File: config.mk
export PLATFORM = sky130hd
export DESIGN_NAME = i2c_line_conditioner
export DESIGN_NICKNAME = d
export VERILOG_FILES = /design/src/rtl/i2c_pkg.sv /design/src/rtl/i2c_glitch_filter.sv /design/src/rtl/i2c_line_conditioner.sv
export SDC_FILE = /design/constraint.sdc
export NUM_CORES = 1
export LEC_CHECK = 0
export ABC_AREA = 1
export BUFFER_PORTS_ARGS = -buffer_cell sky130_fd_sc_hd__buf_2
export CORE_MARGIN = 3
export CORE_UTILIZATION = 30
export CTS_BUF_LIST = sky130_fd_sc_hd__clkbuf_4 sky130_fd_sc_hd__clkbuf_8
export DETAILED_ROUTE_END_ITERATION = 7
export HOLD_SLACK_MARGIN = 0.12
export PLACE_DENSITY = 0.61
export SLEW_MARGIN = 5
export SYNTH_ARGS = -nofsm -noshare
export SYNTH_HDL_FRONTEND = slang
export SYNTH_HIERARCHICAL = 1
export SYNTH_SLANG_ARGS = --single-unit
File: constraint.sdc
create_clock -name clock -period 1.45 [get_ports clock]
set_input_delay 0.0725 -clock clock [delete_from_list [all_inputs] [get_ports clock]]
set_output_delay 0.0725 -clock clock [all_outputs]
set_load 0.05 [all_outputs]
File: src/rtl/i2c_pkg.sv
// Shared I2C front-end definitions: default conditioner depths and the event strobe bundle.
// Latency: n/a (types and constants only).
// Backpressure: n/a.
package i2c_pkg;

  localparam int I2C_SYNC_STAGES_DEFAULT   = 2;
  localparam int I2C_FILTER_CYCLES_DEFAULT = 3;

  // One-cycle bus events handed to the slave FSM.
  typedef struct packed {
    logic scl_rise;
    logic scl_fall;
    logic start_det;
    logic stop_det;
  } i2c_event_t;

endpackage

File: src/rtl/i2c_glitch_filter.sv
// Synchronizes one raw I2C pin and suppresses pulses shorter than FILTER_CYCLES.
// Latency: a stable pin change reaches filt SYNC_STAGES+FILTER_CYCLES edges after first sample.
// Backpressure: none; free-running every cycle.
module i2c_glitch_filter
  import i2c_pkg::*;
#(
  parameter int SYNC_STAGES   = I2C_SYNC_STAGES_DEFAULT,
  parameter int FILTER_CYCLES = I2C_FILTER_CYCLES_DEFAULT
) (
  input  logic clock,
  input  logic reset,
  input  logic pin,
  output logic filt,
  output logic filt_nxt,
  output logic upd
);

  localparam int CW = $clog2(FILTER_CYCLES + 1);
  localparam logic [CW-1:0] CNT_LAST = CW'(FILTER_CYCLES - 1);

  logic [SYNC_STAGES-1:0] sync_q;
  logic [CW-1:0]          cnt_q;
  logic                   sync;

  assign sync = sync_q[SYNC_STAGES-1];

  // Filtered level flips once the synchronized value has disagreed for FILTER_CYCLES cycles.
  always_comb begin
    upd      = 1'b0;
    filt_nxt = filt;
    if ((sync != filt) && (cnt_q == CNT_LAST)) begin
      upd      = 1'b1;
      filt_nxt = sync;
    end
  end

  // Sync chain, disagreement counter and filtered level; idle bus (1) after reset.
  always_ff @(posedge clock) begin
    if (reset) begin
      sync_q <= '1;
      cnt_q  <= '0;
      filt   <= 1'b1;
    end else begin
      sync_q <= {sync_q[SYNC_STAGES-2:0], pin};
      filt   <= filt_nxt;
      if ((sync == filt) || upd) begin
        cnt_q <= '0;
      end else begin
        cnt_q <= cnt_q + CW'(1);
      end
    end
  end

endmodule

File: src/rtl/i2c_line_conditioner.sv
// Conditions raw SCL/SDA into filtered levels, SCL edge strobes, START/STOP strobes and bus_busy.
// Latency: strobes are high in the same cycle the filtered level first shows its new value.
// Backpressure: none; strobes last one cycle and must be sampled every cycle.
module i2c_line_conditioner
  import i2c_pkg::*;
#(
  parameter int SYNC_STAGES   = I2C_SYNC_STAGES_DEFAULT,
  parameter int FILTER_CYCLES = I2C_FILTER_CYCLES_DEFAULT,
  parameter int IDLE_TIMEOUT  = 0
) (
  input  logic clock,
  input  logic reset,
  input  logic scl_in,
  input  logic sda_in,
  output logic scl_filt,
  output logic sda_filt,
  output logic scl_rise,
  output logic scl_fall,
  output logic start_det,
  output logic stop_det,
  output logic bus_busy
);

  localparam int IW = (IDLE_TIMEOUT > 0) ? $clog2(IDLE_TIMEOUT + 1) : 1;
  localparam logic [IW-1:0] IDLE_LAST = IW'((IDLE_TIMEOUT > 0) ? IDLE_TIMEOUT - 1 : 0);

  logic       scl_nxt, scl_upd;
  logic       sda_nxt, sda_upd;
  i2c_event_t ev_q;
  logic       busy_q;
  logic [IW-1:0] idle_cnt;

  i2c_glitch_filter #(
    .SYNC_STAGES  (SYNC_STAGES),
    .FILTER_CYCLES(FILTER_CYCLES)
  ) u_scl_filter (
    .clock   (clock),
    .reset   (reset),
    .pin     (scl_in),
    .filt    (scl_filt),
    .filt_nxt(scl_nxt),
    .upd     (scl_upd)
  );

  i2c_glitch_filter #(
    .SYNC_STAGES  (SYNC_STAGES),
    .FILTER_CYCLES(FILTER_CYCLES)
  ) u_sda_filter (
    .clock   (clock),
    .reset   (reset),
    .pin     (sda_in),
    .filt    (sda_filt),
    .filt_nxt(sda_nxt),
    .upd     (sda_upd)
  );

  // Strobes register at the same edge the filtered levels update; an SCL change masks START/STOP.
  always_ff @(posedge clock) begin
    if (reset) begin
      ev_q <= '0;
    end else begin
      ev_q.scl_rise  <= scl_upd & scl_nxt;
      ev_q.scl_fall  <= scl_upd & ~scl_nxt;
      ev_q.start_det <= sda_upd & ~sda_nxt & scl_filt & ~scl_upd;
      ev_q.stop_det  <= sda_upd &  sda_nxt & scl_filt & ~scl_upd;
    end
  end

  // Busy follows START/STOP one cycle later; optional idle timeout drops it silently.
  always_ff @(posedge clock) begin
    if (reset) begin
      busy_q   <= 1'b0;
      idle_cnt <= '0;
    end else begin
      if (ev_q.start_det) begin
        busy_q <= 1'b1;
      end else if (ev_q.stop_det) begin
        busy_q <= 1'b0;
      end
      if ((IDLE_TIMEOUT > 0) && scl_filt && sda_filt && busy_q) begin
        if (idle_cnt == IDLE_LAST) begin
          busy_q   <= 1'b0;
          idle_cnt <= '0;
        end else begin
          idle_cnt <= idle_cnt + IW'(1);
        end
      end else begin
        idle_cnt <= '0;
      end
    end
  end

  assign scl_rise  = ev_q.scl_rise;
  assign scl_fall  = ev_q.scl_fall;
  assign start_det = ev_q.start_det;
  assign stop_det  = ev_q.stop_det;
  assign bus_busy  = busy_q;

endmodule

Word level (Yosys, flattened, before mapping) --
Index checks and enable logic that the tools add are counted.
Storage, ports and cells: bits of input ports 4, register bits after elaboration 15, logic and storage cells 43
Cells by class: add/subtract/negate cells 2, multiplexer cells 6, bitwise logic cells 11, equal/unequal tests 6, reductions and logical operators 7
Operators by type and width (number):
- 1-bit AND | 8
- 1-bit 2-to-1 mux | 6
- 2-bit by 1-bit adder with 2-bit output (second input constant) | 2
- 2-bit == test (second input constant) | 2
- 2-bit OR reduction | 2
- 1-bit NOT | 3
- 1-bit == test | 2
- 1-bit logical AND | 2
- 1-bit logical OR | 2
- 1-bit inequality test | 2
- 2-bit nonzero test | 1

Depth between registers and ports, before layout --
Gate-level depths: netlist of the first run.
depth in word-level cells 7, gate-level depth with buffers 7, gate-level depth less buffers 7

By module --
The synthesis of the first run kept the hierarchy.
Modules (own cells, without submodules):
- i2c_glitch_filter | area an instance 187.7 µm², cells an instance 22, instances 2, sequential area each 100.1 µm²
- i2c_line_conditioner | area an instance 176.4 µm², cells an instance 19, instances 1, sequential area each 100.1 µm²

Worst setup path after synthesis of the first run --
No wires, ideal clock.
path kind register to register, start reg u_scl_filter.filt, end reg start_det (netlist name), buffers on the path 0, clock period less this slack 1319 ps, data required time 1337 ps, arrival time 1206 ps, library setup time 113 ps, stages on the path, launching flop included 7, slack 131 ps, cell sequence dfxtp_1 > inv_1 > nand2_1 > and3_2 > inv_1 > nand3b_4 > nor2_2
Between the ends: cells in the longest elaborated chain, start to end 5, elaborated cells between the ends (all ways) 6, those cells by class 1 x eq/ne; 1 x mux; 3 x bitwise; 1 x reduce/logical
RTL lines:
- start: declaration | line i2c_glitch_filter.sv:13 | output logic filt,
- start signal: assignment | line i2c_glitch_filter.sv:45 | filt <= filt_nxt;
- 1-bit inequality test | line i2c_glitch_filter.sv:31 | if ((sync != filt) && (cnt_q == CNT_LAST)) begin
- 1-bit logical AND | line i2c_glitch_filter.sv:31
- 1-bit 2-to-1 mux | line i2c_glitch_filter.sv:31
- via scl_upd | line i2c_line_conditioner.sv:27 | logic scl_nxt, scl_upd;
- 1-bit NOT | line i2c_line_conditioner.sv:64 | ev_q.start_det <= sda_upd & ~sda_nxt & scl_filt & ~scl_upd;
- 1-bit AND | line i2c_line_conditioner.sv:64
The timed path passes the listed nets, and every way through them passes these cells. A chain may end at the register's enable or synchronous reset.

Final worst setup path of the first run --
start reg u_scl_filter.cnt_q[0], end reg start_det (netlist name)
Between the ends: cells in the longest elaborated chain, start to end 5
RTL lines:
- start: declaration | line i2c_glitch_filter.sv:22 | logic [CW-1:0] cnt_q;
- start signal: assignment | line i2c_glitch_filter.sv:49 | cnt_q <= cnt_q + CW'(1);
- 2-bit == test | line i2c_glitch_filter.sv:31
- 1-bit logical AND | line i2c_glitch_filter.sv:31
- 1-bit 2-to-1 mux | line i2c_glitch_filter.sv:31
- via scl_upd | line i2c_line_conditioner.sv:27
- 1-bit NOT | line i2c_line_conditioner.sv:64
- 1-bit AND | line i2c_line_conditioner.sv:64
The timed path passes the listed nets, and every way through them passes these cells.

==> results of run 1 <==
-- metrics by stage --
step	power [mW]	setup slack, ns
after floorplan	0.4459	0.1307
after global placement	0.4554	0.3428
after detailed placement	0.4560	0.3171
after CTS	0.7067	0.2953
after global routing	0.7222	0.1987
final	0.6920	0.3117
-- worst paths after layout --
check / slack (ns) / endpoint / cells after the start / from
worst min register to register: 0.41 / u_scl_filter/sync_q[1] / 1 / u_scl_filter/sync_q[0]
worst max register to register: 0.31 / start_det / 6 / u_scl_filter/cnt_q[0]
worst min-delay path: 0.41 / u_scl_filter/sync_q[1] / 1 / u_scl_filter/sync_q[0]
worst max-delay path: 0.31 / start_det / 6 / u_scl_filter/cnt_q[0]
-- worst max-delay path, stage by stage, from the launching register on --
cell and delay, ns:
dfxtp_1 0.33, inv_1 0.04, ha_1 0.23, and3_2 0.21, inv_1 0.10, nand3b_4 0.09, nor2_2 0.08
-- registers in the layout (all words and copies together), names as in the netlist, 2 cells and up --
name                 count
u_sda_filter/cnt_q       2
u_sda_filter/sync_q      2
u_scl_filter/cnt_q       2
u_scl_filter/sync_q      2
-- where the power goes --
group	switching, mW	internal (mW)
logic	0.0137	0.0164
clock network	0.115	0.125
registers	0.00300	0.419
-- repair_timing --
item,4_1_cts,5_1_grt
resized for setup,0,0
hold buffers,3,0
hold endpoints to repair,4,0
-- final cells by class --
cell class / count / share of cell area
Multi-Input combinational cell: 36 / 0.2984
Inverter: 12 / 0.06510
Clock buffer: 4 / 0.04340
Sequential cell: 15 / 0.4340
Tap cell: 24 / 0.04340
Timing Repair Buffer: 13 / 0.1157
-- routing by layer --
metal,wire length [um],global-route usage,vias up
met5,0,0,-
met2,326,0.09050,12
met3,57,0.04893,0
li1,-,-,227
met1,399,0.07993,162
met4,0,0.01422,0
-- placed cells by master (no fill, tap or decap) --
cell type      count
nand3b_4           1
or2_2              4
dlygate4sd3_1      3
nand2_1           10
nor2_1             7
a21oi_1            1
and3_2             2
nor2_2             2
o21ai_0            2
inv_1             12
buf_2             10
nor3_1             1
o211ai_1           2
ha_1               2
nand3_1            2
dfxtp_1           15
clkbuf_4           4
-- kinds of logic (layout without fill, tap and decap cells) --
logic type,Yosys count,in the layout,synth area share
fa+ha+maj,2,2,0.04534
buf+inv,12,29,0.08163
compound gates,5,5,0.05441
flops,15,15,0.5442
simple gates,29,29,0.2744
==> results.yml, run 1 <==
outcome:
  status: "finished, final reports clean"
clock_tree:
  cts_buffers: 3
  cts-root-buf: "clkbuf_4"
  clock_path_buffers: 2
  clk_latency_ns: 0.27
  path_clk_slew_ns: 0.08
  tritoncts: "built"
  cts.sinks: 15
  post_cts_buffers: 0
  cts_htree_levels: 1
timing:
  fmax_ghz: 0.8785
  slew_headroom: 0.8311
  fin_tns_setup_ns: 0
  finalMaxSlewViolations: 0
  setup_viol: 0
  fin_hold_ws_ns: 0.4133
  tightest_slew_ns: 0.2507
  fin_skew_ns: 0.001806
  min_period_ns: 1.138
  rsz0062_at_grt: "false"
  final_hold_viol_count: 0
  min_period_over_period: 0.7851
layout:
  n_antenna_cell: 0
  syn_to_final_growth_pct: 25.40
  multi_input_comb_area_um2: 206.4
  fin_nets: 87
  drive_above_1_share: 0.2875
  postLayoutCellArea_um2: 691.9
  ff_latch_area_um2: 300.3
  nFillCells: 182
  final_core_util: 0.4293
  fin_cells: 104
die:
  die_w_um: 48.89
  die_height_um: 48.89
  rows: 14
  initial_core_util: 0.3424
  die_area_um2: 2390
  core_um2: 1612
  ios: 11
placed_design:
  place_area_um2: 631.9
  hpwl_um: 598.5
  post-place-cells: 97
  gp_congestion: 0.6776
  numPortBuffers: 10
setup_path:
  arrival_ns: 1.35
  crit_fanout: 5
  start_kind: "flip-flop"
  cp_data_required_time_ns: 1.66
  critPathKind: "flip-flop to flip-flop"
  worstSetupEndpointType: "flip-flop"
grt:
  grt_usage: 0.06538
  grt_max_degree: 13
  antenna_found_initial: 0
  grt_pass1_wl_um: 1200
  grt_pass1_vias: 292
  overflow: 0
logic_synthesis:
  synth_edf_count: 0
  ys_async_sr_fraction: 0
  yosysWarnings: 6
  mappedNetlistArea_um2: 551.8
  synthCells: 63
  synthTopCellsByArea: "dfxtp_1 54%, inv_1 8.2%, nand2_1 6.8%, nor2_1 4.8%, ha_1 4.5%"
  synth.yosys.seq_area_share: 0.5442
  yosys.area.top_type: "dfxtp_1"
  synth_cell_types: 14
  netlist.area_leader.share: 0.5442
  yosysMostFrequentCell: "dfxtp_1"
  synthFlopType: "dfxtp_1"
  synth.avg_cell_area_um2: 8.758
  ys_ff_latch: 15
  syn_nets: 69
  synth_commonest_cells: "15 x dfxtp_1, 12 x inv_1, 10 x nand2_1"
route:
  first_pass_iters: 4
  drt_iter0_markers: 2
  viasPerCell: 3.856
  vias: 401
  drt-wirelength-per-cell_um: 7.538
  ant_nets: 0
  wl_um: 784
  drc_errors: 0
job:
  drv_cap: 0
power:
  p_per_area_nw_per_um2: 1000
  p_leak_nw: 0.3468
  worst_ir_drop_vdd_v: 0.0007360
hold_path:
  min_path_type: "flip-flop to flip-flop"
(Power assumes the default switching activity.)
==> run 2: changes to the inputs <==
--- a/config.mk
+++ b/config.mk
@@ -5,7 +5,7 @@
 export SDC_FILE = /design/constraint.sdc
 export NUM_CORES = 1
 export LEC_CHECK = 0
-export ABC_AREA = 1
+export ABC_AREA = 0
 export BUFFER_PORTS_ARGS = -buffer_cell sky130_fd_sc_hd__buf_2
 export CORE_MARGIN = 3
 export CORE_UTILIZATION = 30
==> constraint.sdc (replaced) <==
create_clock -name clock -period 1.15 [get_ports clock]
set_input_delay 0.0575 -clock clock [delete_from_list [all_inputs] [get_ports clock]]
set_output_delay 0.0575 -clock clock [all_outputs]
set_load 0.05 [all_outputs]
==> run 2 against run 1 <==
  * The flow now finishes with violations (setup timing)
  * Via count shrank 8.0%
  * Routed wire length up 6.8%
  * Design area up 8.1%
  * Critical path depth down 2
  * Die area decreased by 6.4%
  * Critical endpoint is now u_sda_filter/filt
  * Largest power group unchanged
==> results.yml, run 2 <==
timing:
  setup_viol: 2
  rsz0062_at_grt: "true"
  fin_skew_ns: 0.0006961
  fmax_ghz: 0.8433
  tightest_slew_ns: 0.2616
  fin_tns_setup_ns: -0.04169
  setup_ws_ns: -0.03588
  min_period_over_period: 1.031
  slew_headroom: 0.8240
  final_hold_viol_count: 0
  finalMaxSlewViolations: 0
  fin_hold_ws_ns: 0.4147
  min_period_ns: 1.186
logic_synthesis:
  synth_cell_types: 15
  syn_nets: 49
  mappedNetlistArea_um2: 511.7
  synth_edf_count: 0
  synth.yosys.seq_area_share: 0.5868
  ys_async_sr_fraction: 0
  ys_ff_latch: 15
  synth.avg_cell_area_um2: 11.90
  synthTopCellsByArea: "dfxtp_1 59%, mux2_4 5.9%, ha_1 4.9%, nor4_1 4.9%, or2_2 4.9%"
  synthFlopType: "dfxtp_1"
  synthCells: 43
  netlist.area_leader.share: 0.5868
  yosys.area.top_type: "dfxtp_1"
  synth_commonest_cells: "15 x dfxtp_1, 4 x nor4_1, 4 x or2_2"
  yosysWarnings: 6
  yosysMostFrequentCell: "dfxtp_1"
power:
  worst_ir_drop_vdd_v: 0.0007164
  p_total_mw: 0.8824
  p_leak_nw: 0.2958
  p_per_area_nw_per_um2: 1179
hold_path:
  whs_path_depth: 1
  hold_end: "u_scl_filter/sync_q[1]"
  min_path_type: "flip-flop to flip-flop"
  min_from: "u_scl_filter/sync_q[0]"
grt:
  grt_max_degree: 15
  overflow: 0
  grt_pass1_vias: 347
  grt_pass1_wl_um: 1435
  grt_usage: 0.09767
  antenna_found_initial: 0
layout:
  syn_to_final_growth_pct: 46.21
  fin_nets: 71
  layout_common_cells: "11 x dfxtp_1, 10 x buf_2"
  drive_above_1_share: 0.5938
  layout_commonest_cell: "dfxtp_1"
  fin_cells: 80
  n_antenna_cell: 0
  postLayoutCellArea_um2: 748.2
setup_path:
  critPathKind: "flip-flop to flip-flop"
  worstSetupEndpointType: "flip-flop"
  crit_fanout: 3
  r2r-start: "u_sda_filter/cnt_q[0]"
  ff2ff_setup_slack_ns: -0.04
  ff2ff_path_depth: 4
  start_kind: "flip-flop"
  arrival_ns: 1.35
  reg2reg_to: "u_sda_filter/filt"
  cp_data_required_time_ns: 1.32
route:
  drt_iter0_markers: 2
  vias: 369
  viasPerCell: 4.613
  drc_errors: 0
  drt-wirelength-per-cell_um: 10.46
  wl_um: 837
  first_pass_iters: 4
  ant_nets: 0
outcome:
  status: "finished, violations left"
  violations: "setup timing"
clock_tree:
  cts_htree_levels: 1
  cts_buffers: 3
  path_clk_slew_ns: 0.08
  clk_latency_ns: 0.27
  cts.sinks: 15
  clock_path_buffers: 2
  tritoncts: "built"
  cts-root-buf: "clkbuf_4"
placed_design:
  numPortBuffers: 10
  gp_congestion: 0.6217
  post-place-cells: 72
  hpwl_um: 553.3
  place_area_um2: 621.8
job:
  drv_cap: 0
die:
  rows: 14
  ios: 11
  core_um2: 1559
  die_w_um: 47.30
  die_area_um2: 2237
  die_height_um: 47.30
  initial_core_util: 0.3283
run 2: per-layer routing:
metal / vias up / GRT usage / share of wire
met5: - / 0 / 0
met3: 0 / 0.06897 / 0.081
met4: 0 / 0.03315 / 0
li1: 189 / - / -
met1: 168 / 0.1060 / 0.47
met2: 12 / 0.1497 / 0.45
run 2: area by class of cell:
type / count / area [um^2]
Timing Repair Buffer: 17 / 110.1
Tap cell: 16 / 20.02
Clock buffer: 4 / 30.03
Inverter: 3 / 11.26
Sequential cell: 15 / 307.8
Fill cell: 142 / 810.8
Multi-Input combinational cell: 25 / 269.0
run 2: how the worst max path moves through the flow:
| stage | startpoint | end | slack, ns | cells after the start |
|---|---|---|---|---|
| floorplan | u_sda_filter/filt | stop_det | -0.01 | 4 |
| global placement | u_scl_filter/cnt_q[0] | start_det | -0.04 | 5 |
| detailed placement | u_scl_filter/cnt_q[0] | stop_det | -0.09 | 5 |
| CTS | u_scl_filter/cnt_q[0] | stop_det | -0.04 | 5 |
| global route | u_scl_filter/cnt_q[0] | start_det | -0.1 | 5 |
| finish | u_sda_filter/cnt_q[0] | u_sda_filter/filt | -0.04 | 4 |
run 2: kinds of logic after synthesis:
family                     share of synthesized area
and+or+nand+nor                               0.2396
DFF                                           0.5868
buffers and inverters                        0.02200
xor gates and xnor gates                     0.03424
muxes                                        0.05868
adders and majority gates                    0.04889
AOI/OAI and AO/OA                           0.009771
run 2: power breakdown:
| part | internal, mW | total (mW) | leakage [nW] | switching, mW |
|---|---|---|---|---|
| Combinational | 0.0239 | 0.0401 | 0.155 | 0.0162 |
| Clock | 0.158 | 0.312 | 0.0184 | 0.154 |
| Sequential | 0.526 | 0.531 | 0.122 | 0.00503 |
| Total | 0.708 | 0.882 | 0.296 | 0.175 |
run 2: repair_timing:
item | in CTS | in global routing
endpoints found under the setup margin | 6 | 6
hold buffers | 3 | 0
hold endpoints to repair | 8 | 0
setup buffers | 1 | 0
pin swaps | 5 | 1
gates resized for setup | 10 | 2
run 2: metrics by stage:
step | util | worst slack (ns)
final | 0.4799 | -0.03588
after global routing | 0.4799 | -0.09894
after CTS | 0.4727 | -0.04073
after global placement | 0.3989 | -0.03802
after detailed placement | 0.3989 | -0.08578
after floorplan | - | -0.01305
run 2: critical path, cell delays in order (launching register included):
cell	delay, ns
dfxtp_2	0.34
inv_2	0.04
ha_4	0.16
mux2_4	0.31
or2_1	0.23
==> run 3: changes to the inputs <==
--- a/config.mk
+++ b/config.mk
@@ -13,7 +13,7 @@
 export DETAILED_ROUTE_END_ITERATION = 7
 export HOLD_SLACK_MARGIN = 0.12
 export PLACE_DENSITY = 0.61
-export SLEW_MARGIN = 5
+export SETUP_SLACK_MARGIN = 0.3
 export SYNTH_ARGS = -nofsm -noshare
 export SYNTH_HDL_FRONTEND = slang
 export SYNTH_HIERARCHICAL = 1
==> run 3 against run 2 <==
  * The flow still finishes with violations (setup timing)
  * Critical endpoint unchanged
  * Global-route usage is 0.60 points higher
  * Fmax is 2.6% higher
  * Clock-buffer cell count stayed put
  * Power is 0.38% higher
  * Non-clock buffer count is 5 higher
  * Critical path type unchanged
  * Worst hold slack worse by 0.27 ns
  * Critical path depth stayed put
  * Highest routed layer is now met4
  * Largest cell class unchanged
  * Register-to-register slack better by 0.03 ns
==> results.yml, run 3 (synthesis gave the netlist of run 2 again) <==
outcome:
  status: "finished, violations left"
  violations: "setup timing"
grt:
  grt_pass1_vias: 346
  grt_pass1_wl_um: 1476
  antenna_found_initial: 0
  grt_usage: 0.1037
  overflow: 0
  grt_max_degree: 15
timing:
  rsz0062_at_grt: "true"
  min_period_ns: 1.155
  setup_viol: 3
  setup_ws_ns: -0.005468
  fmax_ghz: 0.8655
  slew_headroom: 0.8270
  final_hold_viol_count: 0
  finalMaxSlewViolations: 0
  min_period_over_period: 1.005
  tightest_slew_ns: 0.2595
  fin_skew_ns: 0.001548
clock_tree:
  cts.sinks: 15
  clock_path_buffers: 2
  clk_latency_ns: 0.27
  path_clk_slew_ns: 0.08
  cts_htree_levels: 1
  tritoncts: "built"
  cts_buffers: 3
  cts-root-buf: "clkbuf_4"
layout:
  layout_commonest_cell: "dfxtp_2"
  n_antenna_cell: 0
  layout_common_cells: "7 x dfxtp_2, 6 x buf_8, 6 x dfxtp_1, 5 x buf_6"
  fin_nets: 76
  postLayoutCellArea_um2: 902.1
  nFillCells: 125
  syn_to_final_growth_pct: 76.28
  drive_above_1_share: 0.7246
  final_core_util: 0.5787
die:
  die_height_um: 47.30
  core_um2: 1559
  initial_core_util: 0.3283
  die_area_um2: 2237
  ios: 11
  die_w_um: 47.30
  rows: 14
hold_path:
  whs_path_depth: 2
  min_path_type: "primary input to flip-flop"
  hold_end: "u_scl_filter/cnt_q[0]"
  min_from: "reset"
route:
  wl_met1_um: 399
  drt_iter0_markers: 0
  topRoutingLayerUsed: "met4"
  drc_errors: 0
  first_pass_iters: 1
  drt-wirelength-per-cell_um: 10.67
  vias: 383
  wl_met2_um: 433
  viasPerCell: 4.506
  route.met3.wl_um: 55
  wl_um: 907
  ant_nets: 0
power:
  p_leak_nw: 0.3501
  worst_ir_drop_vdd_v: 0.0009679
  p_per_area_nw_per_um2: 981.9
setup_path:
  ff2ff_setup_slack_ns: -0.005
  path_cells: "inv_2 -> ha_4 -> mux2_4 -> or2_1"
  slowest_stage: "dfxtp_2"
  crit_fanout: 3
  cp_data_required_time_ns: 1.32
  max_stage_delay_ns: 0.34
  worstSetupEndpointType: "flip-flop"
  arrival_ns: 1.32
  critPathKind: "flip-flop to flip-flop"
  ff2ff_path_depth: 4
  start_kind: "flip-flop"
  reg2reg_to: "u_sda_filter/filt"
  r2r-start: "u_sda_filter/cnt_q[0]"
placed_design:
  hpwl_um: 525.2
  place_area_um2: 651.9
  numPortBuffers: 10
  gp_congestion: 0.6417
job:
  drv_cap: 0
==> run 3: metal layers <==
metal / GRT usage / up-vias
li1: - / 198
met1: 0.1147 / 171
met2: 0.1444 / 12
met3: 0.06897 / 2
met4: 0.06630 / 0
met5: 0 / -
==> run 3: report_power, final <==
group / total, mW / internal [mW] / leakage [nW] / switching [mW]
logic: 0.0491 / 0.0292 / 0.207 / 0.0199
registers: 0.529 / 0.523 / 0.124 / 0.00568
clock network: 0.308 / 0.158 / 0.0184 / 0.150
==> run 3: per-stage QoR <==
step | total power [mW] | hold WS (ns) | TNS, ns | setup WS, ns | std cells
2_1_floorplan | 0.5541 | 0.1266 | 0 | 0.008034 | 43
3_3_place_gp | 0.5689 | 0.2422 | 0 | 0.009838 | 72
6_report | 0.8858 | 0.1458 | -0.01073 | -0.005468 | 85
3_5_place_dp | 0.5696 | 0.2436 | -0.02978 | -0.01856 | 72
5_1_grt | 0.9403 | 0.1521 | -0.2596 | -0.09000 | 85
4_1_cts | 0.9035 | 0.1136 | -0.06232 | -0.03102 | 85
==> run 3: critical path, delay by kind of cell (launching register included) <==
kind / cells / cell delay, ns
adders and majority gates: 1 / 0.15
DFF: 1 / 0.34
and+or+nand+nor: 1 / 0.22
buffers and inverters: 1 / 0.04
muxes: 1 / 0.30
==> run 3: worst max-delay path by stage <==
stage,startpoint,to,slack (ns),depth (start not counted)
3_3_place_gp,u_scl_filter/cnt_q[0],stop_det,0.01,5
4_1_cts,u_scl_filter/cnt_q[0],stop_det,-0.03,5
5_1_grt,u_scl_filter/cnt_q[0],start_det,-0.09,5
3_5_place_dp,u_scl_filter/cnt_q[0],stop_det,-0.02,5
2_1_floorplan,u_scl_filter/filt,stop_det,0.008,4
6_report,u_sda_filter/cnt_q[0],u_sda_filter/filt,-0.005,4
==> run 3: area by class of cell <==
type	count	area, um^2	share of cell area
flip-flops and latches	15	316.6	0.3509
multi-input cells	25	292.8	0.3245
clock buffers	4	30.03	0.03329
well taps	16	20.02	0.02219
inverters	3	11.26	0.01248
repair buffers	22	231.5	0.2566
==> run 3: timing repair <==
action                                  CTS  global route
hold endpoints to repair                  3             0
pin swaps                                 5             4
endpoints found under the setup margin   17            17
setup buffers                             5             0
gates resized for setup                  24            14
hold buffers                              4             0
